### src/rtl/xc_malu_pkg.sv
//------------------------------------------------------------------------------
// xc_malu_pkg
//------------------------------------------------------------------------------
// Shared definitions for the MALU sequencer: the sequencer state encoding,
// default iteration-counter sizing and the error result that is returned
// when an operation times out.
//
// Revision: 1.0 - initial release
//------------------------------------------------------------------------------
`timescale 1ns/1ps
`default_nettype none

package xc_malu_pkg;

  // Sequencer state encoding (2 bits)
  localparam logic [1:0] SEQ_IDLE = 2'd0;
  localparam logic [1:0] SEQ_RUN  = 2'd1;
  localparam logic [1:0] SEQ_DONE = 2'd2;

  // Iteration counter defaults
  localparam int XC_COUNT_W   = 6;
  localparam int XC_MAX_COUNT = 63;

  // Result reported when an operation is abandoned by the timeout
  localparam logic [63:0] XC_ERR_RESULT = 64'hFFFF_FFFF_FFFF_FFFF;

  typedef enum logic [1:0] {
    ST_IDLE = SEQ_IDLE,
    ST_RUN  = SEQ_RUN,
    ST_DONE = SEQ_DONE
  } seq_state_t;

endpackage

`default_nettype wire

### src/rtl/xc_malu_seq.sv
//------------------------------------------------------------------------------
// xc_malu_seq
//------------------------------------------------------------------------------
// Sequencer for the multi-cycle MALU datapath (mul/div/rem/pmul/clmul).
// Owns the iteration registers (count, acc, arg_0, arg_1), presents them to
// the combinational datapath and reloads them with the datapath's next-state
// values every RUN cycle. When the datapath signals completion the 64-bit
// result is captured and a one-cycle ready pulse is returned to the core.
//
// Ports:
//   clock, resetn          clock and asynchronous active-low reset
//   flush                  abandon any in-flight operation
//   valid, rs1, rs2        core request and operands (rs2 is consumed by the
//                          datapath directly, not by the sequencer)
//   ready, result          one-cycle completion pulse, held 64-bit result
//   busy, dp_valid         busy in RUN/DONE, datapath valid in RUN
//   count, acc, arg_0/1    iteration registers fed to the datapath
//   dp_n_acc, dp_n_arg_0/1 datapath next-state values
//   dp_result, dp_ready    datapath result and completion flag
//   timeout                sticky timeout flag (optional feature only)
//
// Optional feature macro: XC_MALU_SEQ_TIMEOUT_EN
//   When defined, an operation still running with count saturated at
//   MAX_COUNT is terminated with an all-ones result and the timeout flag set.
//
// Revision: 1.0 - initial release
//------------------------------------------------------------------------------
`timescale 1ns/1ps
`default_nettype none

module xc_malu_seq
  import xc_malu_pkg::*;
#(
  parameter int COUNT_W   = XC_COUNT_W,
  parameter int MAX_COUNT = XC_MAX_COUNT
) (
  input  logic               clock,
  input  logic               resetn,
  input  logic               flush,
  input  logic               valid,
  input  logic [31:0]        rs1,
  input  logic [31:0]        rs2,
  output logic               ready,
  output logic [63:0]        result,
  output logic               busy,
  output logic               dp_valid,
  output logic [COUNT_W-1:0] count,
  output logic [63:0]        acc,
  output logic [31:0]        arg_0,
  output logic [31:0]        arg_1,
  input  logic [63:0]        dp_n_acc,
  input  logic [31:0]        dp_n_arg_0,
  input  logic [31:0]        dp_n_arg_1,
  input  logic [63:0]        dp_result,
  input  logic               dp_ready
`ifdef XC_MALU_SEQ_TIMEOUT_EN
  ,
  output logic               timeout
`endif
);

  localparam logic [COUNT_W-1:0] c_MAX = COUNT_W'(MAX_COUNT);

  seq_state_t         r_state, w_state_nxt;
  logic [COUNT_W-1:0] r_count, w_count_nxt;
  logic [63:0]        r_acc,   w_acc_nxt;
  logic [31:0]        r_arg_0, w_arg_0_nxt;
  logic [31:0]        r_arg_1, w_arg_1_nxt;
  logic [63:0]        r_result, w_result_nxt;
  logic [COUNT_W-1:0] w_count_inc;

  // rs2 is routed to the datapath by the core; the sequencer never needs it.
  logic w_unused;
  assign w_unused = ^rs2;

  // Counter saturates rather than wraps so a long-running op cannot alias
  // back onto an early iteration index.
  assign w_count_inc = (r_count == c_MAX) ? r_count : r_count + 1'b1;

`ifdef XC_MALU_SEQ_TIMEOUT_EN
  logic r_timeout, w_timeout_nxt;
`endif

  //----------------------------------------------------------------------------
  // State register
  //----------------------------------------------------------------------------
  always_ff @(posedge clock or negedge resetn) begin
    if (!resetn) begin
      r_state <= ST_IDLE;
    end else begin
      r_state <= w_state_nxt;
    end
  end

  //----------------------------------------------------------------------------
  // Iteration / result registers
  //----------------------------------------------------------------------------
  always_ff @(posedge clock or negedge resetn) begin
    if (!resetn) begin
      r_count  <= '0;
      r_acc    <= '0;
      r_arg_0  <= '0;
      r_arg_1  <= '0;
      r_result <= '0;
`ifdef XC_MALU_SEQ_TIMEOUT_EN
      r_timeout <= 1'b0;
`endif
    end else begin
      r_count  <= w_count_nxt;
      r_acc    <= w_acc_nxt;
      r_arg_0  <= w_arg_0_nxt;
      r_arg_1  <= w_arg_1_nxt;
      r_result <= w_result_nxt;
`ifdef XC_MALU_SEQ_TIMEOUT_EN
      r_timeout <= w_timeout_nxt;
`endif
    end
  end

  //----------------------------------------------------------------------------
  // Next-state and register-update decode
  //----------------------------------------------------------------------------
  always_comb begin
    w_state_nxt  = r_state;
    w_count_nxt  = r_count;
    w_acc_nxt    = r_acc;
    w_arg_0_nxt  = r_arg_0;
    w_arg_1_nxt  = r_arg_1;
    w_result_nxt = r_result;
`ifdef XC_MALU_SEQ_TIMEOUT_EN
    w_timeout_nxt = r_timeout;
`endif

    case (r_state)
      ST_IDLE: begin
        // flush has priority over a new request
        if (valid && !flush) begin
          w_state_nxt = ST_RUN;
          w_count_nxt = '0;
          w_acc_nxt   = '0;
          w_arg_0_nxt = rs1;
          w_arg_1_nxt = '0;
`ifdef XC_MALU_SEQ_TIMEOUT_EN
          w_timeout_nxt = 1'b0;
`endif
        end
      end

      ST_RUN: begin
        if (flush || !valid) begin
          // Abandon: registers and result are left exactly as they are.
          w_state_nxt = ST_IDLE;
        end else if (dp_ready) begin
          // dp_ready is decoded from the current count, so the iteration
          // registers must not advance on the completing cycle.
          w_state_nxt  = ST_DONE;
          w_result_nxt = dp_result;
`ifdef XC_MALU_SEQ_TIMEOUT_EN
        end else if (r_count == c_MAX) begin
          w_state_nxt   = ST_DONE;
          w_result_nxt  = XC_ERR_RESULT;
          w_timeout_nxt = 1'b1;
`endif
        end else begin
          w_acc_nxt   = dp_n_acc;
          w_arg_0_nxt = dp_n_arg_0;
          w_arg_1_nxt = dp_n_arg_1;
          w_count_nxt = w_count_inc;
        end
      end

      ST_DONE: begin
        // Unconditional: the ready pulse is already committed this cycle.
        w_state_nxt = ST_IDLE;
      end

      default: begin
        w_state_nxt = ST_IDLE;
      end
    endcase
  end

  //----------------------------------------------------------------------------
  // Outputs: handshake flags decoded straight from the state register
  //----------------------------------------------------------------------------
  assign ready    = (r_state == ST_DONE);
  assign busy     = (r_state == ST_RUN) || (r_state == ST_DONE);
  assign dp_valid = (r_state == ST_RUN);
  assign count    = r_count;
  assign acc      = r_acc;
  assign arg_0    = r_arg_0;
  assign arg_1    = r_arg_1;
  assign result   = r_result;
`ifdef XC_MALU_SEQ_TIMEOUT_EN
  assign timeout  = r_timeout;
`endif

endmodule

`default_nettype wire

### config.mk
export PLATFORM = sky130hd
export DESIGN_NAME = xc_malu_seq
export DESIGN_NICKNAME = d
export VERILOG_FILES = /design/src/rtl/xc_malu_pkg.sv /design/src/rtl/xc_malu_seq.sv
export SDC_FILE = /design/constraint.sdc
export NUM_CORES = 1
export LEC_CHECK = 0
export CAP_MARGIN = 20
export CORE_AREA = 4 4 177 179
export DETAILED_ROUTE_END_ITERATION = 10
export DIE_AREA = 0 0 181 183
export GPL_TIMING_DRIVEN = 0
export PLACE_DENSITY = 0.59
export SLEW_MARGIN = 0
export SYNTH_ARGS = -nofsm -noshare
export SYNTH_HDL_FRONTEND = slang
export SYNTH_SLANG_ARGS = --single-unit
### constraint.sdc
create_clock -name clock -period 3.9 [get_ports clock]
set_input_delay 0.585 -clock clock [delete_from_list [all_inputs] [get_ports clock]]
set_output_delay 0.585 -clock clock [all_outputs]
set_load 0.1 [all_outputs]
# == After elaboration in Yosys (flattened, before gate mapping) ==
# Index checks and enable logic that the tools add are counted.
# op_classes
addsub,1
mul,0
n_div,0
order_cmp,0
n_eq_ne,8
n_shift,0
mux,21
bitwise,1
reduce_logical,11
# op_table
cell,count
$mux W32,6
$mux W64,3
$pmux W32 S2,2
$pmux W64 S2,1
$mux W6,4
$pmux W6 S2,1
$ne A2 B2 Y1 const B,4
$add A6 B1 Y6 const B,1
$eq A6 B6 Y1 const B,1
$mux W2,3
$reduce_and A5 Y1,1
$pmux W2 S2,1
$reduce_and A4 Y1,1
$ne A3 B1 Y1 const B,1
$reduce_and A3 Y1,1
$eq A2 B1 Y1 const B,1
$eq A2 B2 Y1 const B,1
$logic_not A1 Y1,2
$logic_not A2 Y1,1
$logic_or A1 B1 Y1,2
$reduce_and A2 Y1,1
$reduce_bool A2 Y1,1
$logic_and A1 B1 Y1,1
$not A1 Y1,1
# word_totals
ff_bits,200
latchBits,0
ramBits,0
rom_bits,0
input_bits,261
memories,0

# == Longest topological paths before layout ==
# logic_depth
ltp_word,5
mapped_depth,10

# == Worst setup path before layout ==
# Ideal clock, no wire load.
# synth_timing
kind,flip-flop to flip-flop
start,reg r_state[1]
end,reg r_count[0] (netlist: count[0])
setup_time_ps,128
arrival_time_ps,2372
required_ps,3772
setup_slack_ps,1400
path_stages_with_launch,8
n_path_buf,2
synth_period_minus_slack_ps,2500
cell_sequence,dfrtp_1 inv_1 ha_1 buf_4 o211ai_4 buf_6 a41oi_4 mux2_1
# synth_between
elab_chain_len,3
# synth_rtl
item,line_no,source
from (decl),xc_malu_seq.sv:64,"seq_state_t r_state, w_state_nxt;"
from (signal assigned),xc_malu_seq.sv:91,r_state <= w_state_nxt;
$eq A2 B1 Y1 (*),-,
named net dp_valid,xc_malu_seq.sv:46,"output logic dp_valid,"
$ne A2 B2 Y1 (no line) / $reduce_bool A2 Y1 (equally long branches),-,
$reduce_and A5 Y1 (no line),-,
to (signal assigned),xc_malu_seq.sv:109,r_count <= w_count_nxt;
to (decl),xc_malu_seq.sv:65,"logic [COUNT_W-1:0] r_count, w_count_nxt;"
# The timed path passes the listed nets; every way through them passes the cells marked *.
# A chain may end at the register's enable or synchronous reset.

# == Worst setup path in the final report ==
# layout_timing
start,reg r_state[1]
end,out busy
# layout_between
elab_chain_len,2
# layout_rtl
item,line_no,source
$eq A2 B1 Y1 / $eq A2 B2 Y1 (equally long branches),xc_malu_seq.sv:187,assign busy = (r_state == ST_RUN) || (r_state == ST_DONE);
$logic_or A1 B1 Y1 (*),xc_malu_seq.sv:187,
to (decl),xc_malu_seq.sv:45,"output logic busy,"
# Every way passes the cells marked *; elsewhere a longest branch is shown, timed or not.

==> results.json <==
{
  "achievable-frequency_mhz": 339.3,
  "hpwlAfterDp_um": 23530,
  "die-height_um": 183,
  "postCtsSetupRepairBufs": 0,
  "cts-root-to-sink-buffers": 2,
  "fillerInstances": 2834,
  "combinational_family_with_the_most_area_after_synthesis": "multiplexers",
  "drt-total-wl_um": 29910,
  "period_share_pct": 75.56,
  "reg2reg_from": "r_state[1]",
  "synth-simple-area-share_pct": 8.470,
  "worst_slew_pin_slew_ns": 1.092,
  "cts.hold.buffers_added": 0,
  "std_cell_rows": 63,
  "timing.critical_path.required_ns": 3.31,
  "yosys.cell_count.top_type": "sky130_fd_sc_hd__dfrtp_1",
  "core_sq_mm": 0.02956,
  "synth.distinct_cells": 28,
  "synth_area_per_cell_sq_um": 11.93,
  "critical_path.top_delay_family": "buffers and inverters",
  "setup_viol": 0,
  "area_growth_pct": 67.15,
  "period_needed_ns": 2.947,
  "clock_skew_ns": 0.009308,
  "max_stage_delay_ns": 1.16,
  "io-pin-count": 462,
  "via_count": 6812,
  "clk_latency_ns": 0.43,
  "critical_path.startpoint_type": "register",
  "outcome": "finished clean",
  "synth_fa_ha_area_share_pct": 0.7828,
  "synth_top_cells_by_count": "sky130_fd_sc_hd__dfrtp_1, sky130_fd_sc_hd__nand2_1, sky130_fd_sc_hd__o21ai_1, sky130_fd_sc_hd__mux2_1, sky130_fd_sc_hd__a22o_1",
  "async_flop_share_pct": 100.0,
  "critical_path_arrival_ns": 2.36,
  "ctsRootBufferMaster": "sky130_fd_sc_hd__clkbuf_16",
  "post_cts_resized": 0,
  "final_global_route_overflow_total": 0,
  "syn_inst": 670,
  "mappedNetlistNets": 936,
  "max-cap-violations": 0,
  "count_of_synthesis_stage_warnings_from_yosys": 0,
  "synth_enable_flop_cells": 0,
  "final.setup.tns_ns": 0,
  "timing.max_slew.rel_slack_pct": 27.00,
  "initial_utilization_pct": 27.03,
  "finalNetCount": 1384,
  "synthDominantCellAreaShare_pct": 62.63,
  "yosys.area_share.xor_xnor_pct": 0,
  "antenna_cells": 0,
  "place_congestion": 0.8428,
  "first_pass_iters": 4,
  "critical_path_depth": 3,
  "final_number_of_hold_violating_endpoints": 0,
  "yosysTopAreaCell": "sky130_fd_sc_hd__dfrtp_1",
  "ctsHtreeMaxLevel": 4,
  "route.antenna.remaining_nets": 0,
  "critPathCapture": "busy",
  "syn-cell-area_sq_mm": 0.007991,
  "worst_path_slowest_cell": "sky130_fd_sc_hd__clkdlybuf4s50_1",
  "worstSetupPathType": "register to primary output",
  "timing.rr.end": "acc[52]",
  "synth-main-ff-cell": "sky130_fd_sc_hd__dfrtp_1",
  "overall_die_area_sq_mm": 0.03312,
  "drive_gt1_share_pct": 6.012,
  "synth_compound_area_share_pct": 11.43,
  "iteration_0_drc_markers": 198,
  "seq_area_frac_synth_pct": 62.63,
  "buffer_ports.inserted": 428,
  "dieWidth_um": 181,
  "rr_worst_depth": 7,
  "yosys-top-cells-area": "sky130_fd_sc_hd__dfrtp_1, sky130_fd_sc_hd__mux2_1, sky130_fd_sc_hd__nand2_1",
  "tritoncts": "done",
  "grt_max_degree": 108,
  "cts-buffers-inserted": 17,
  "synth_seq_cells": 200,
  "antenna_found_initial": 4,
  "synthMuxAreaShare_pct": 13.43,
  "category_of_the_worst_setup_path_capture_point": "primary output",
  "crit_chain": "inv_1 -> ha_1 -> clkdlybuf4s50_1",
  "rsz0062_at_grt": "false",
  "remaining_drc_errors": 0,
  "grt_first_pass_wirelength_um": 44660,
  "r2r_slack_ns": 1.73,
  "grt_pass1_vias": 7187,
  "worstPathBufferInverterCount": 2,
  "critical_path.startpoint": "r_state[1]",
  "viasPerCell": 4.479,
  "cts_sinks": 200,
  "timing.critical_path.fanout_max": 4,
  "slew_violations": 0,
  "clk_transition_reported_paths_ns": 0.08,
  "route.detailed.wl_per_inst_um": 19.67,
  "min_path_type": "input port to async pin",
  "groute.usage.overall_pct": 17.56
}
kinds of logic after synthesis:
| kind of cell | count (synthesis) |
|---|---|
| buffers and inverters | 51 |
| adder cells (fa/ha/maj) | 5 |
| multiplexers | 99 |
| AND/OR/NAND/NOR | 170 |
| AO/OA/AOI/OAI | 145 |
| flip-flops | 200 |
per-stage QoR:
step | cell area, sq um | cells | utilization, % | setup WS (ns) | hold slack, ns
global placement | 12760 | 1488 | 43.18 | -6.720 | 0.4659
global route | 13360 | 1521 | 45.19 | 0.8409 | 0.2065
finish | 13360 | 1521 | 45.19 | 0.9531 | 0.1464
CTS | 13360 | 1521 | 45.19 | 0.9001 | 0.1857
floorplan | 7991 | 670 | - | 1.400 | 0.2894
detailed placement | 12800 | 1489 | 43.29 | 1.340 | 0.4742
metal layers:
layer / vias up / share of wire [%] / GRT usage [%] / wire (um)
met4: 8 / 1.5 / 4.263 / 451
met2: 311 / 48 / 29.83 / 14500
met3: 31 / 10 / 7.636 / 3049
li1: 3204 / - / - / -
met1: 3258 / 40 / 20.69 / 11870
met5: - / 0.15 / 0 / 46
registers in the layout, summed over array words and instances (netlist names):
name / count
arg_1: 32
acc: 64
count: 6
arg_0: 32
result: 64
r_state: 2
cells in the final DEF, fill, tap and decap left out, drive strengths merged, types with 2 or more instances in the layout:
master	instances
a21oi	5
a22o	36
a31oi	3
a41oi	3
buf	32
clkbuf	34
clkdlybuf4s50	427
clkinv	6
dfrtp	200
ha	5
inv	12
mux2	66
mux2i	33
nand2	159
nand2b	2
nand3	4
o211ai	2
o21ai	96
worst reg2reg max path, delay by kind of cell, from the launching register on:
family	cells	cell delay, ns
AOI/OAI and AO/OA	1	0.18
adders and majority gates	1	0.20
buffers and inverters	4	0.94
DFF	1	0.42
and+or+nand+nor	1	0.38
area by class of cell:
class,instances,area (sq um),area share (%)
Timing Repair Buffer,429,4317,32.32
Clock buffer,17,425.4,3.185
Inverter,4,15.01,0.1124
Multi-Input combinational cell,419,2726,20.41
Buffer,47,245.2,1.836
Tap cell,390,488.0,3.653
Sequential cell,200,5005,37.47
Clock inverter,15,136.4,1.021
worst min path at each step:
stage | cells after the start | end | slack [ns]
6_report | 1 | result[10] | 0.15
5_1_grt | 1 | result[10] | 0.21
4_1_cts | 1 | result[33] | 0.19
3_5_place_dp | 2 | arg_0[17] | 0.47
3_3_place_gp | 2 | arg_0[9] | 0.47
2_1_floorplan | 0 | acc[0] | 0.29
Power is not shown: default switching activity piles up to over one toggle a cycle in this logic, so the estimate is an artifact.
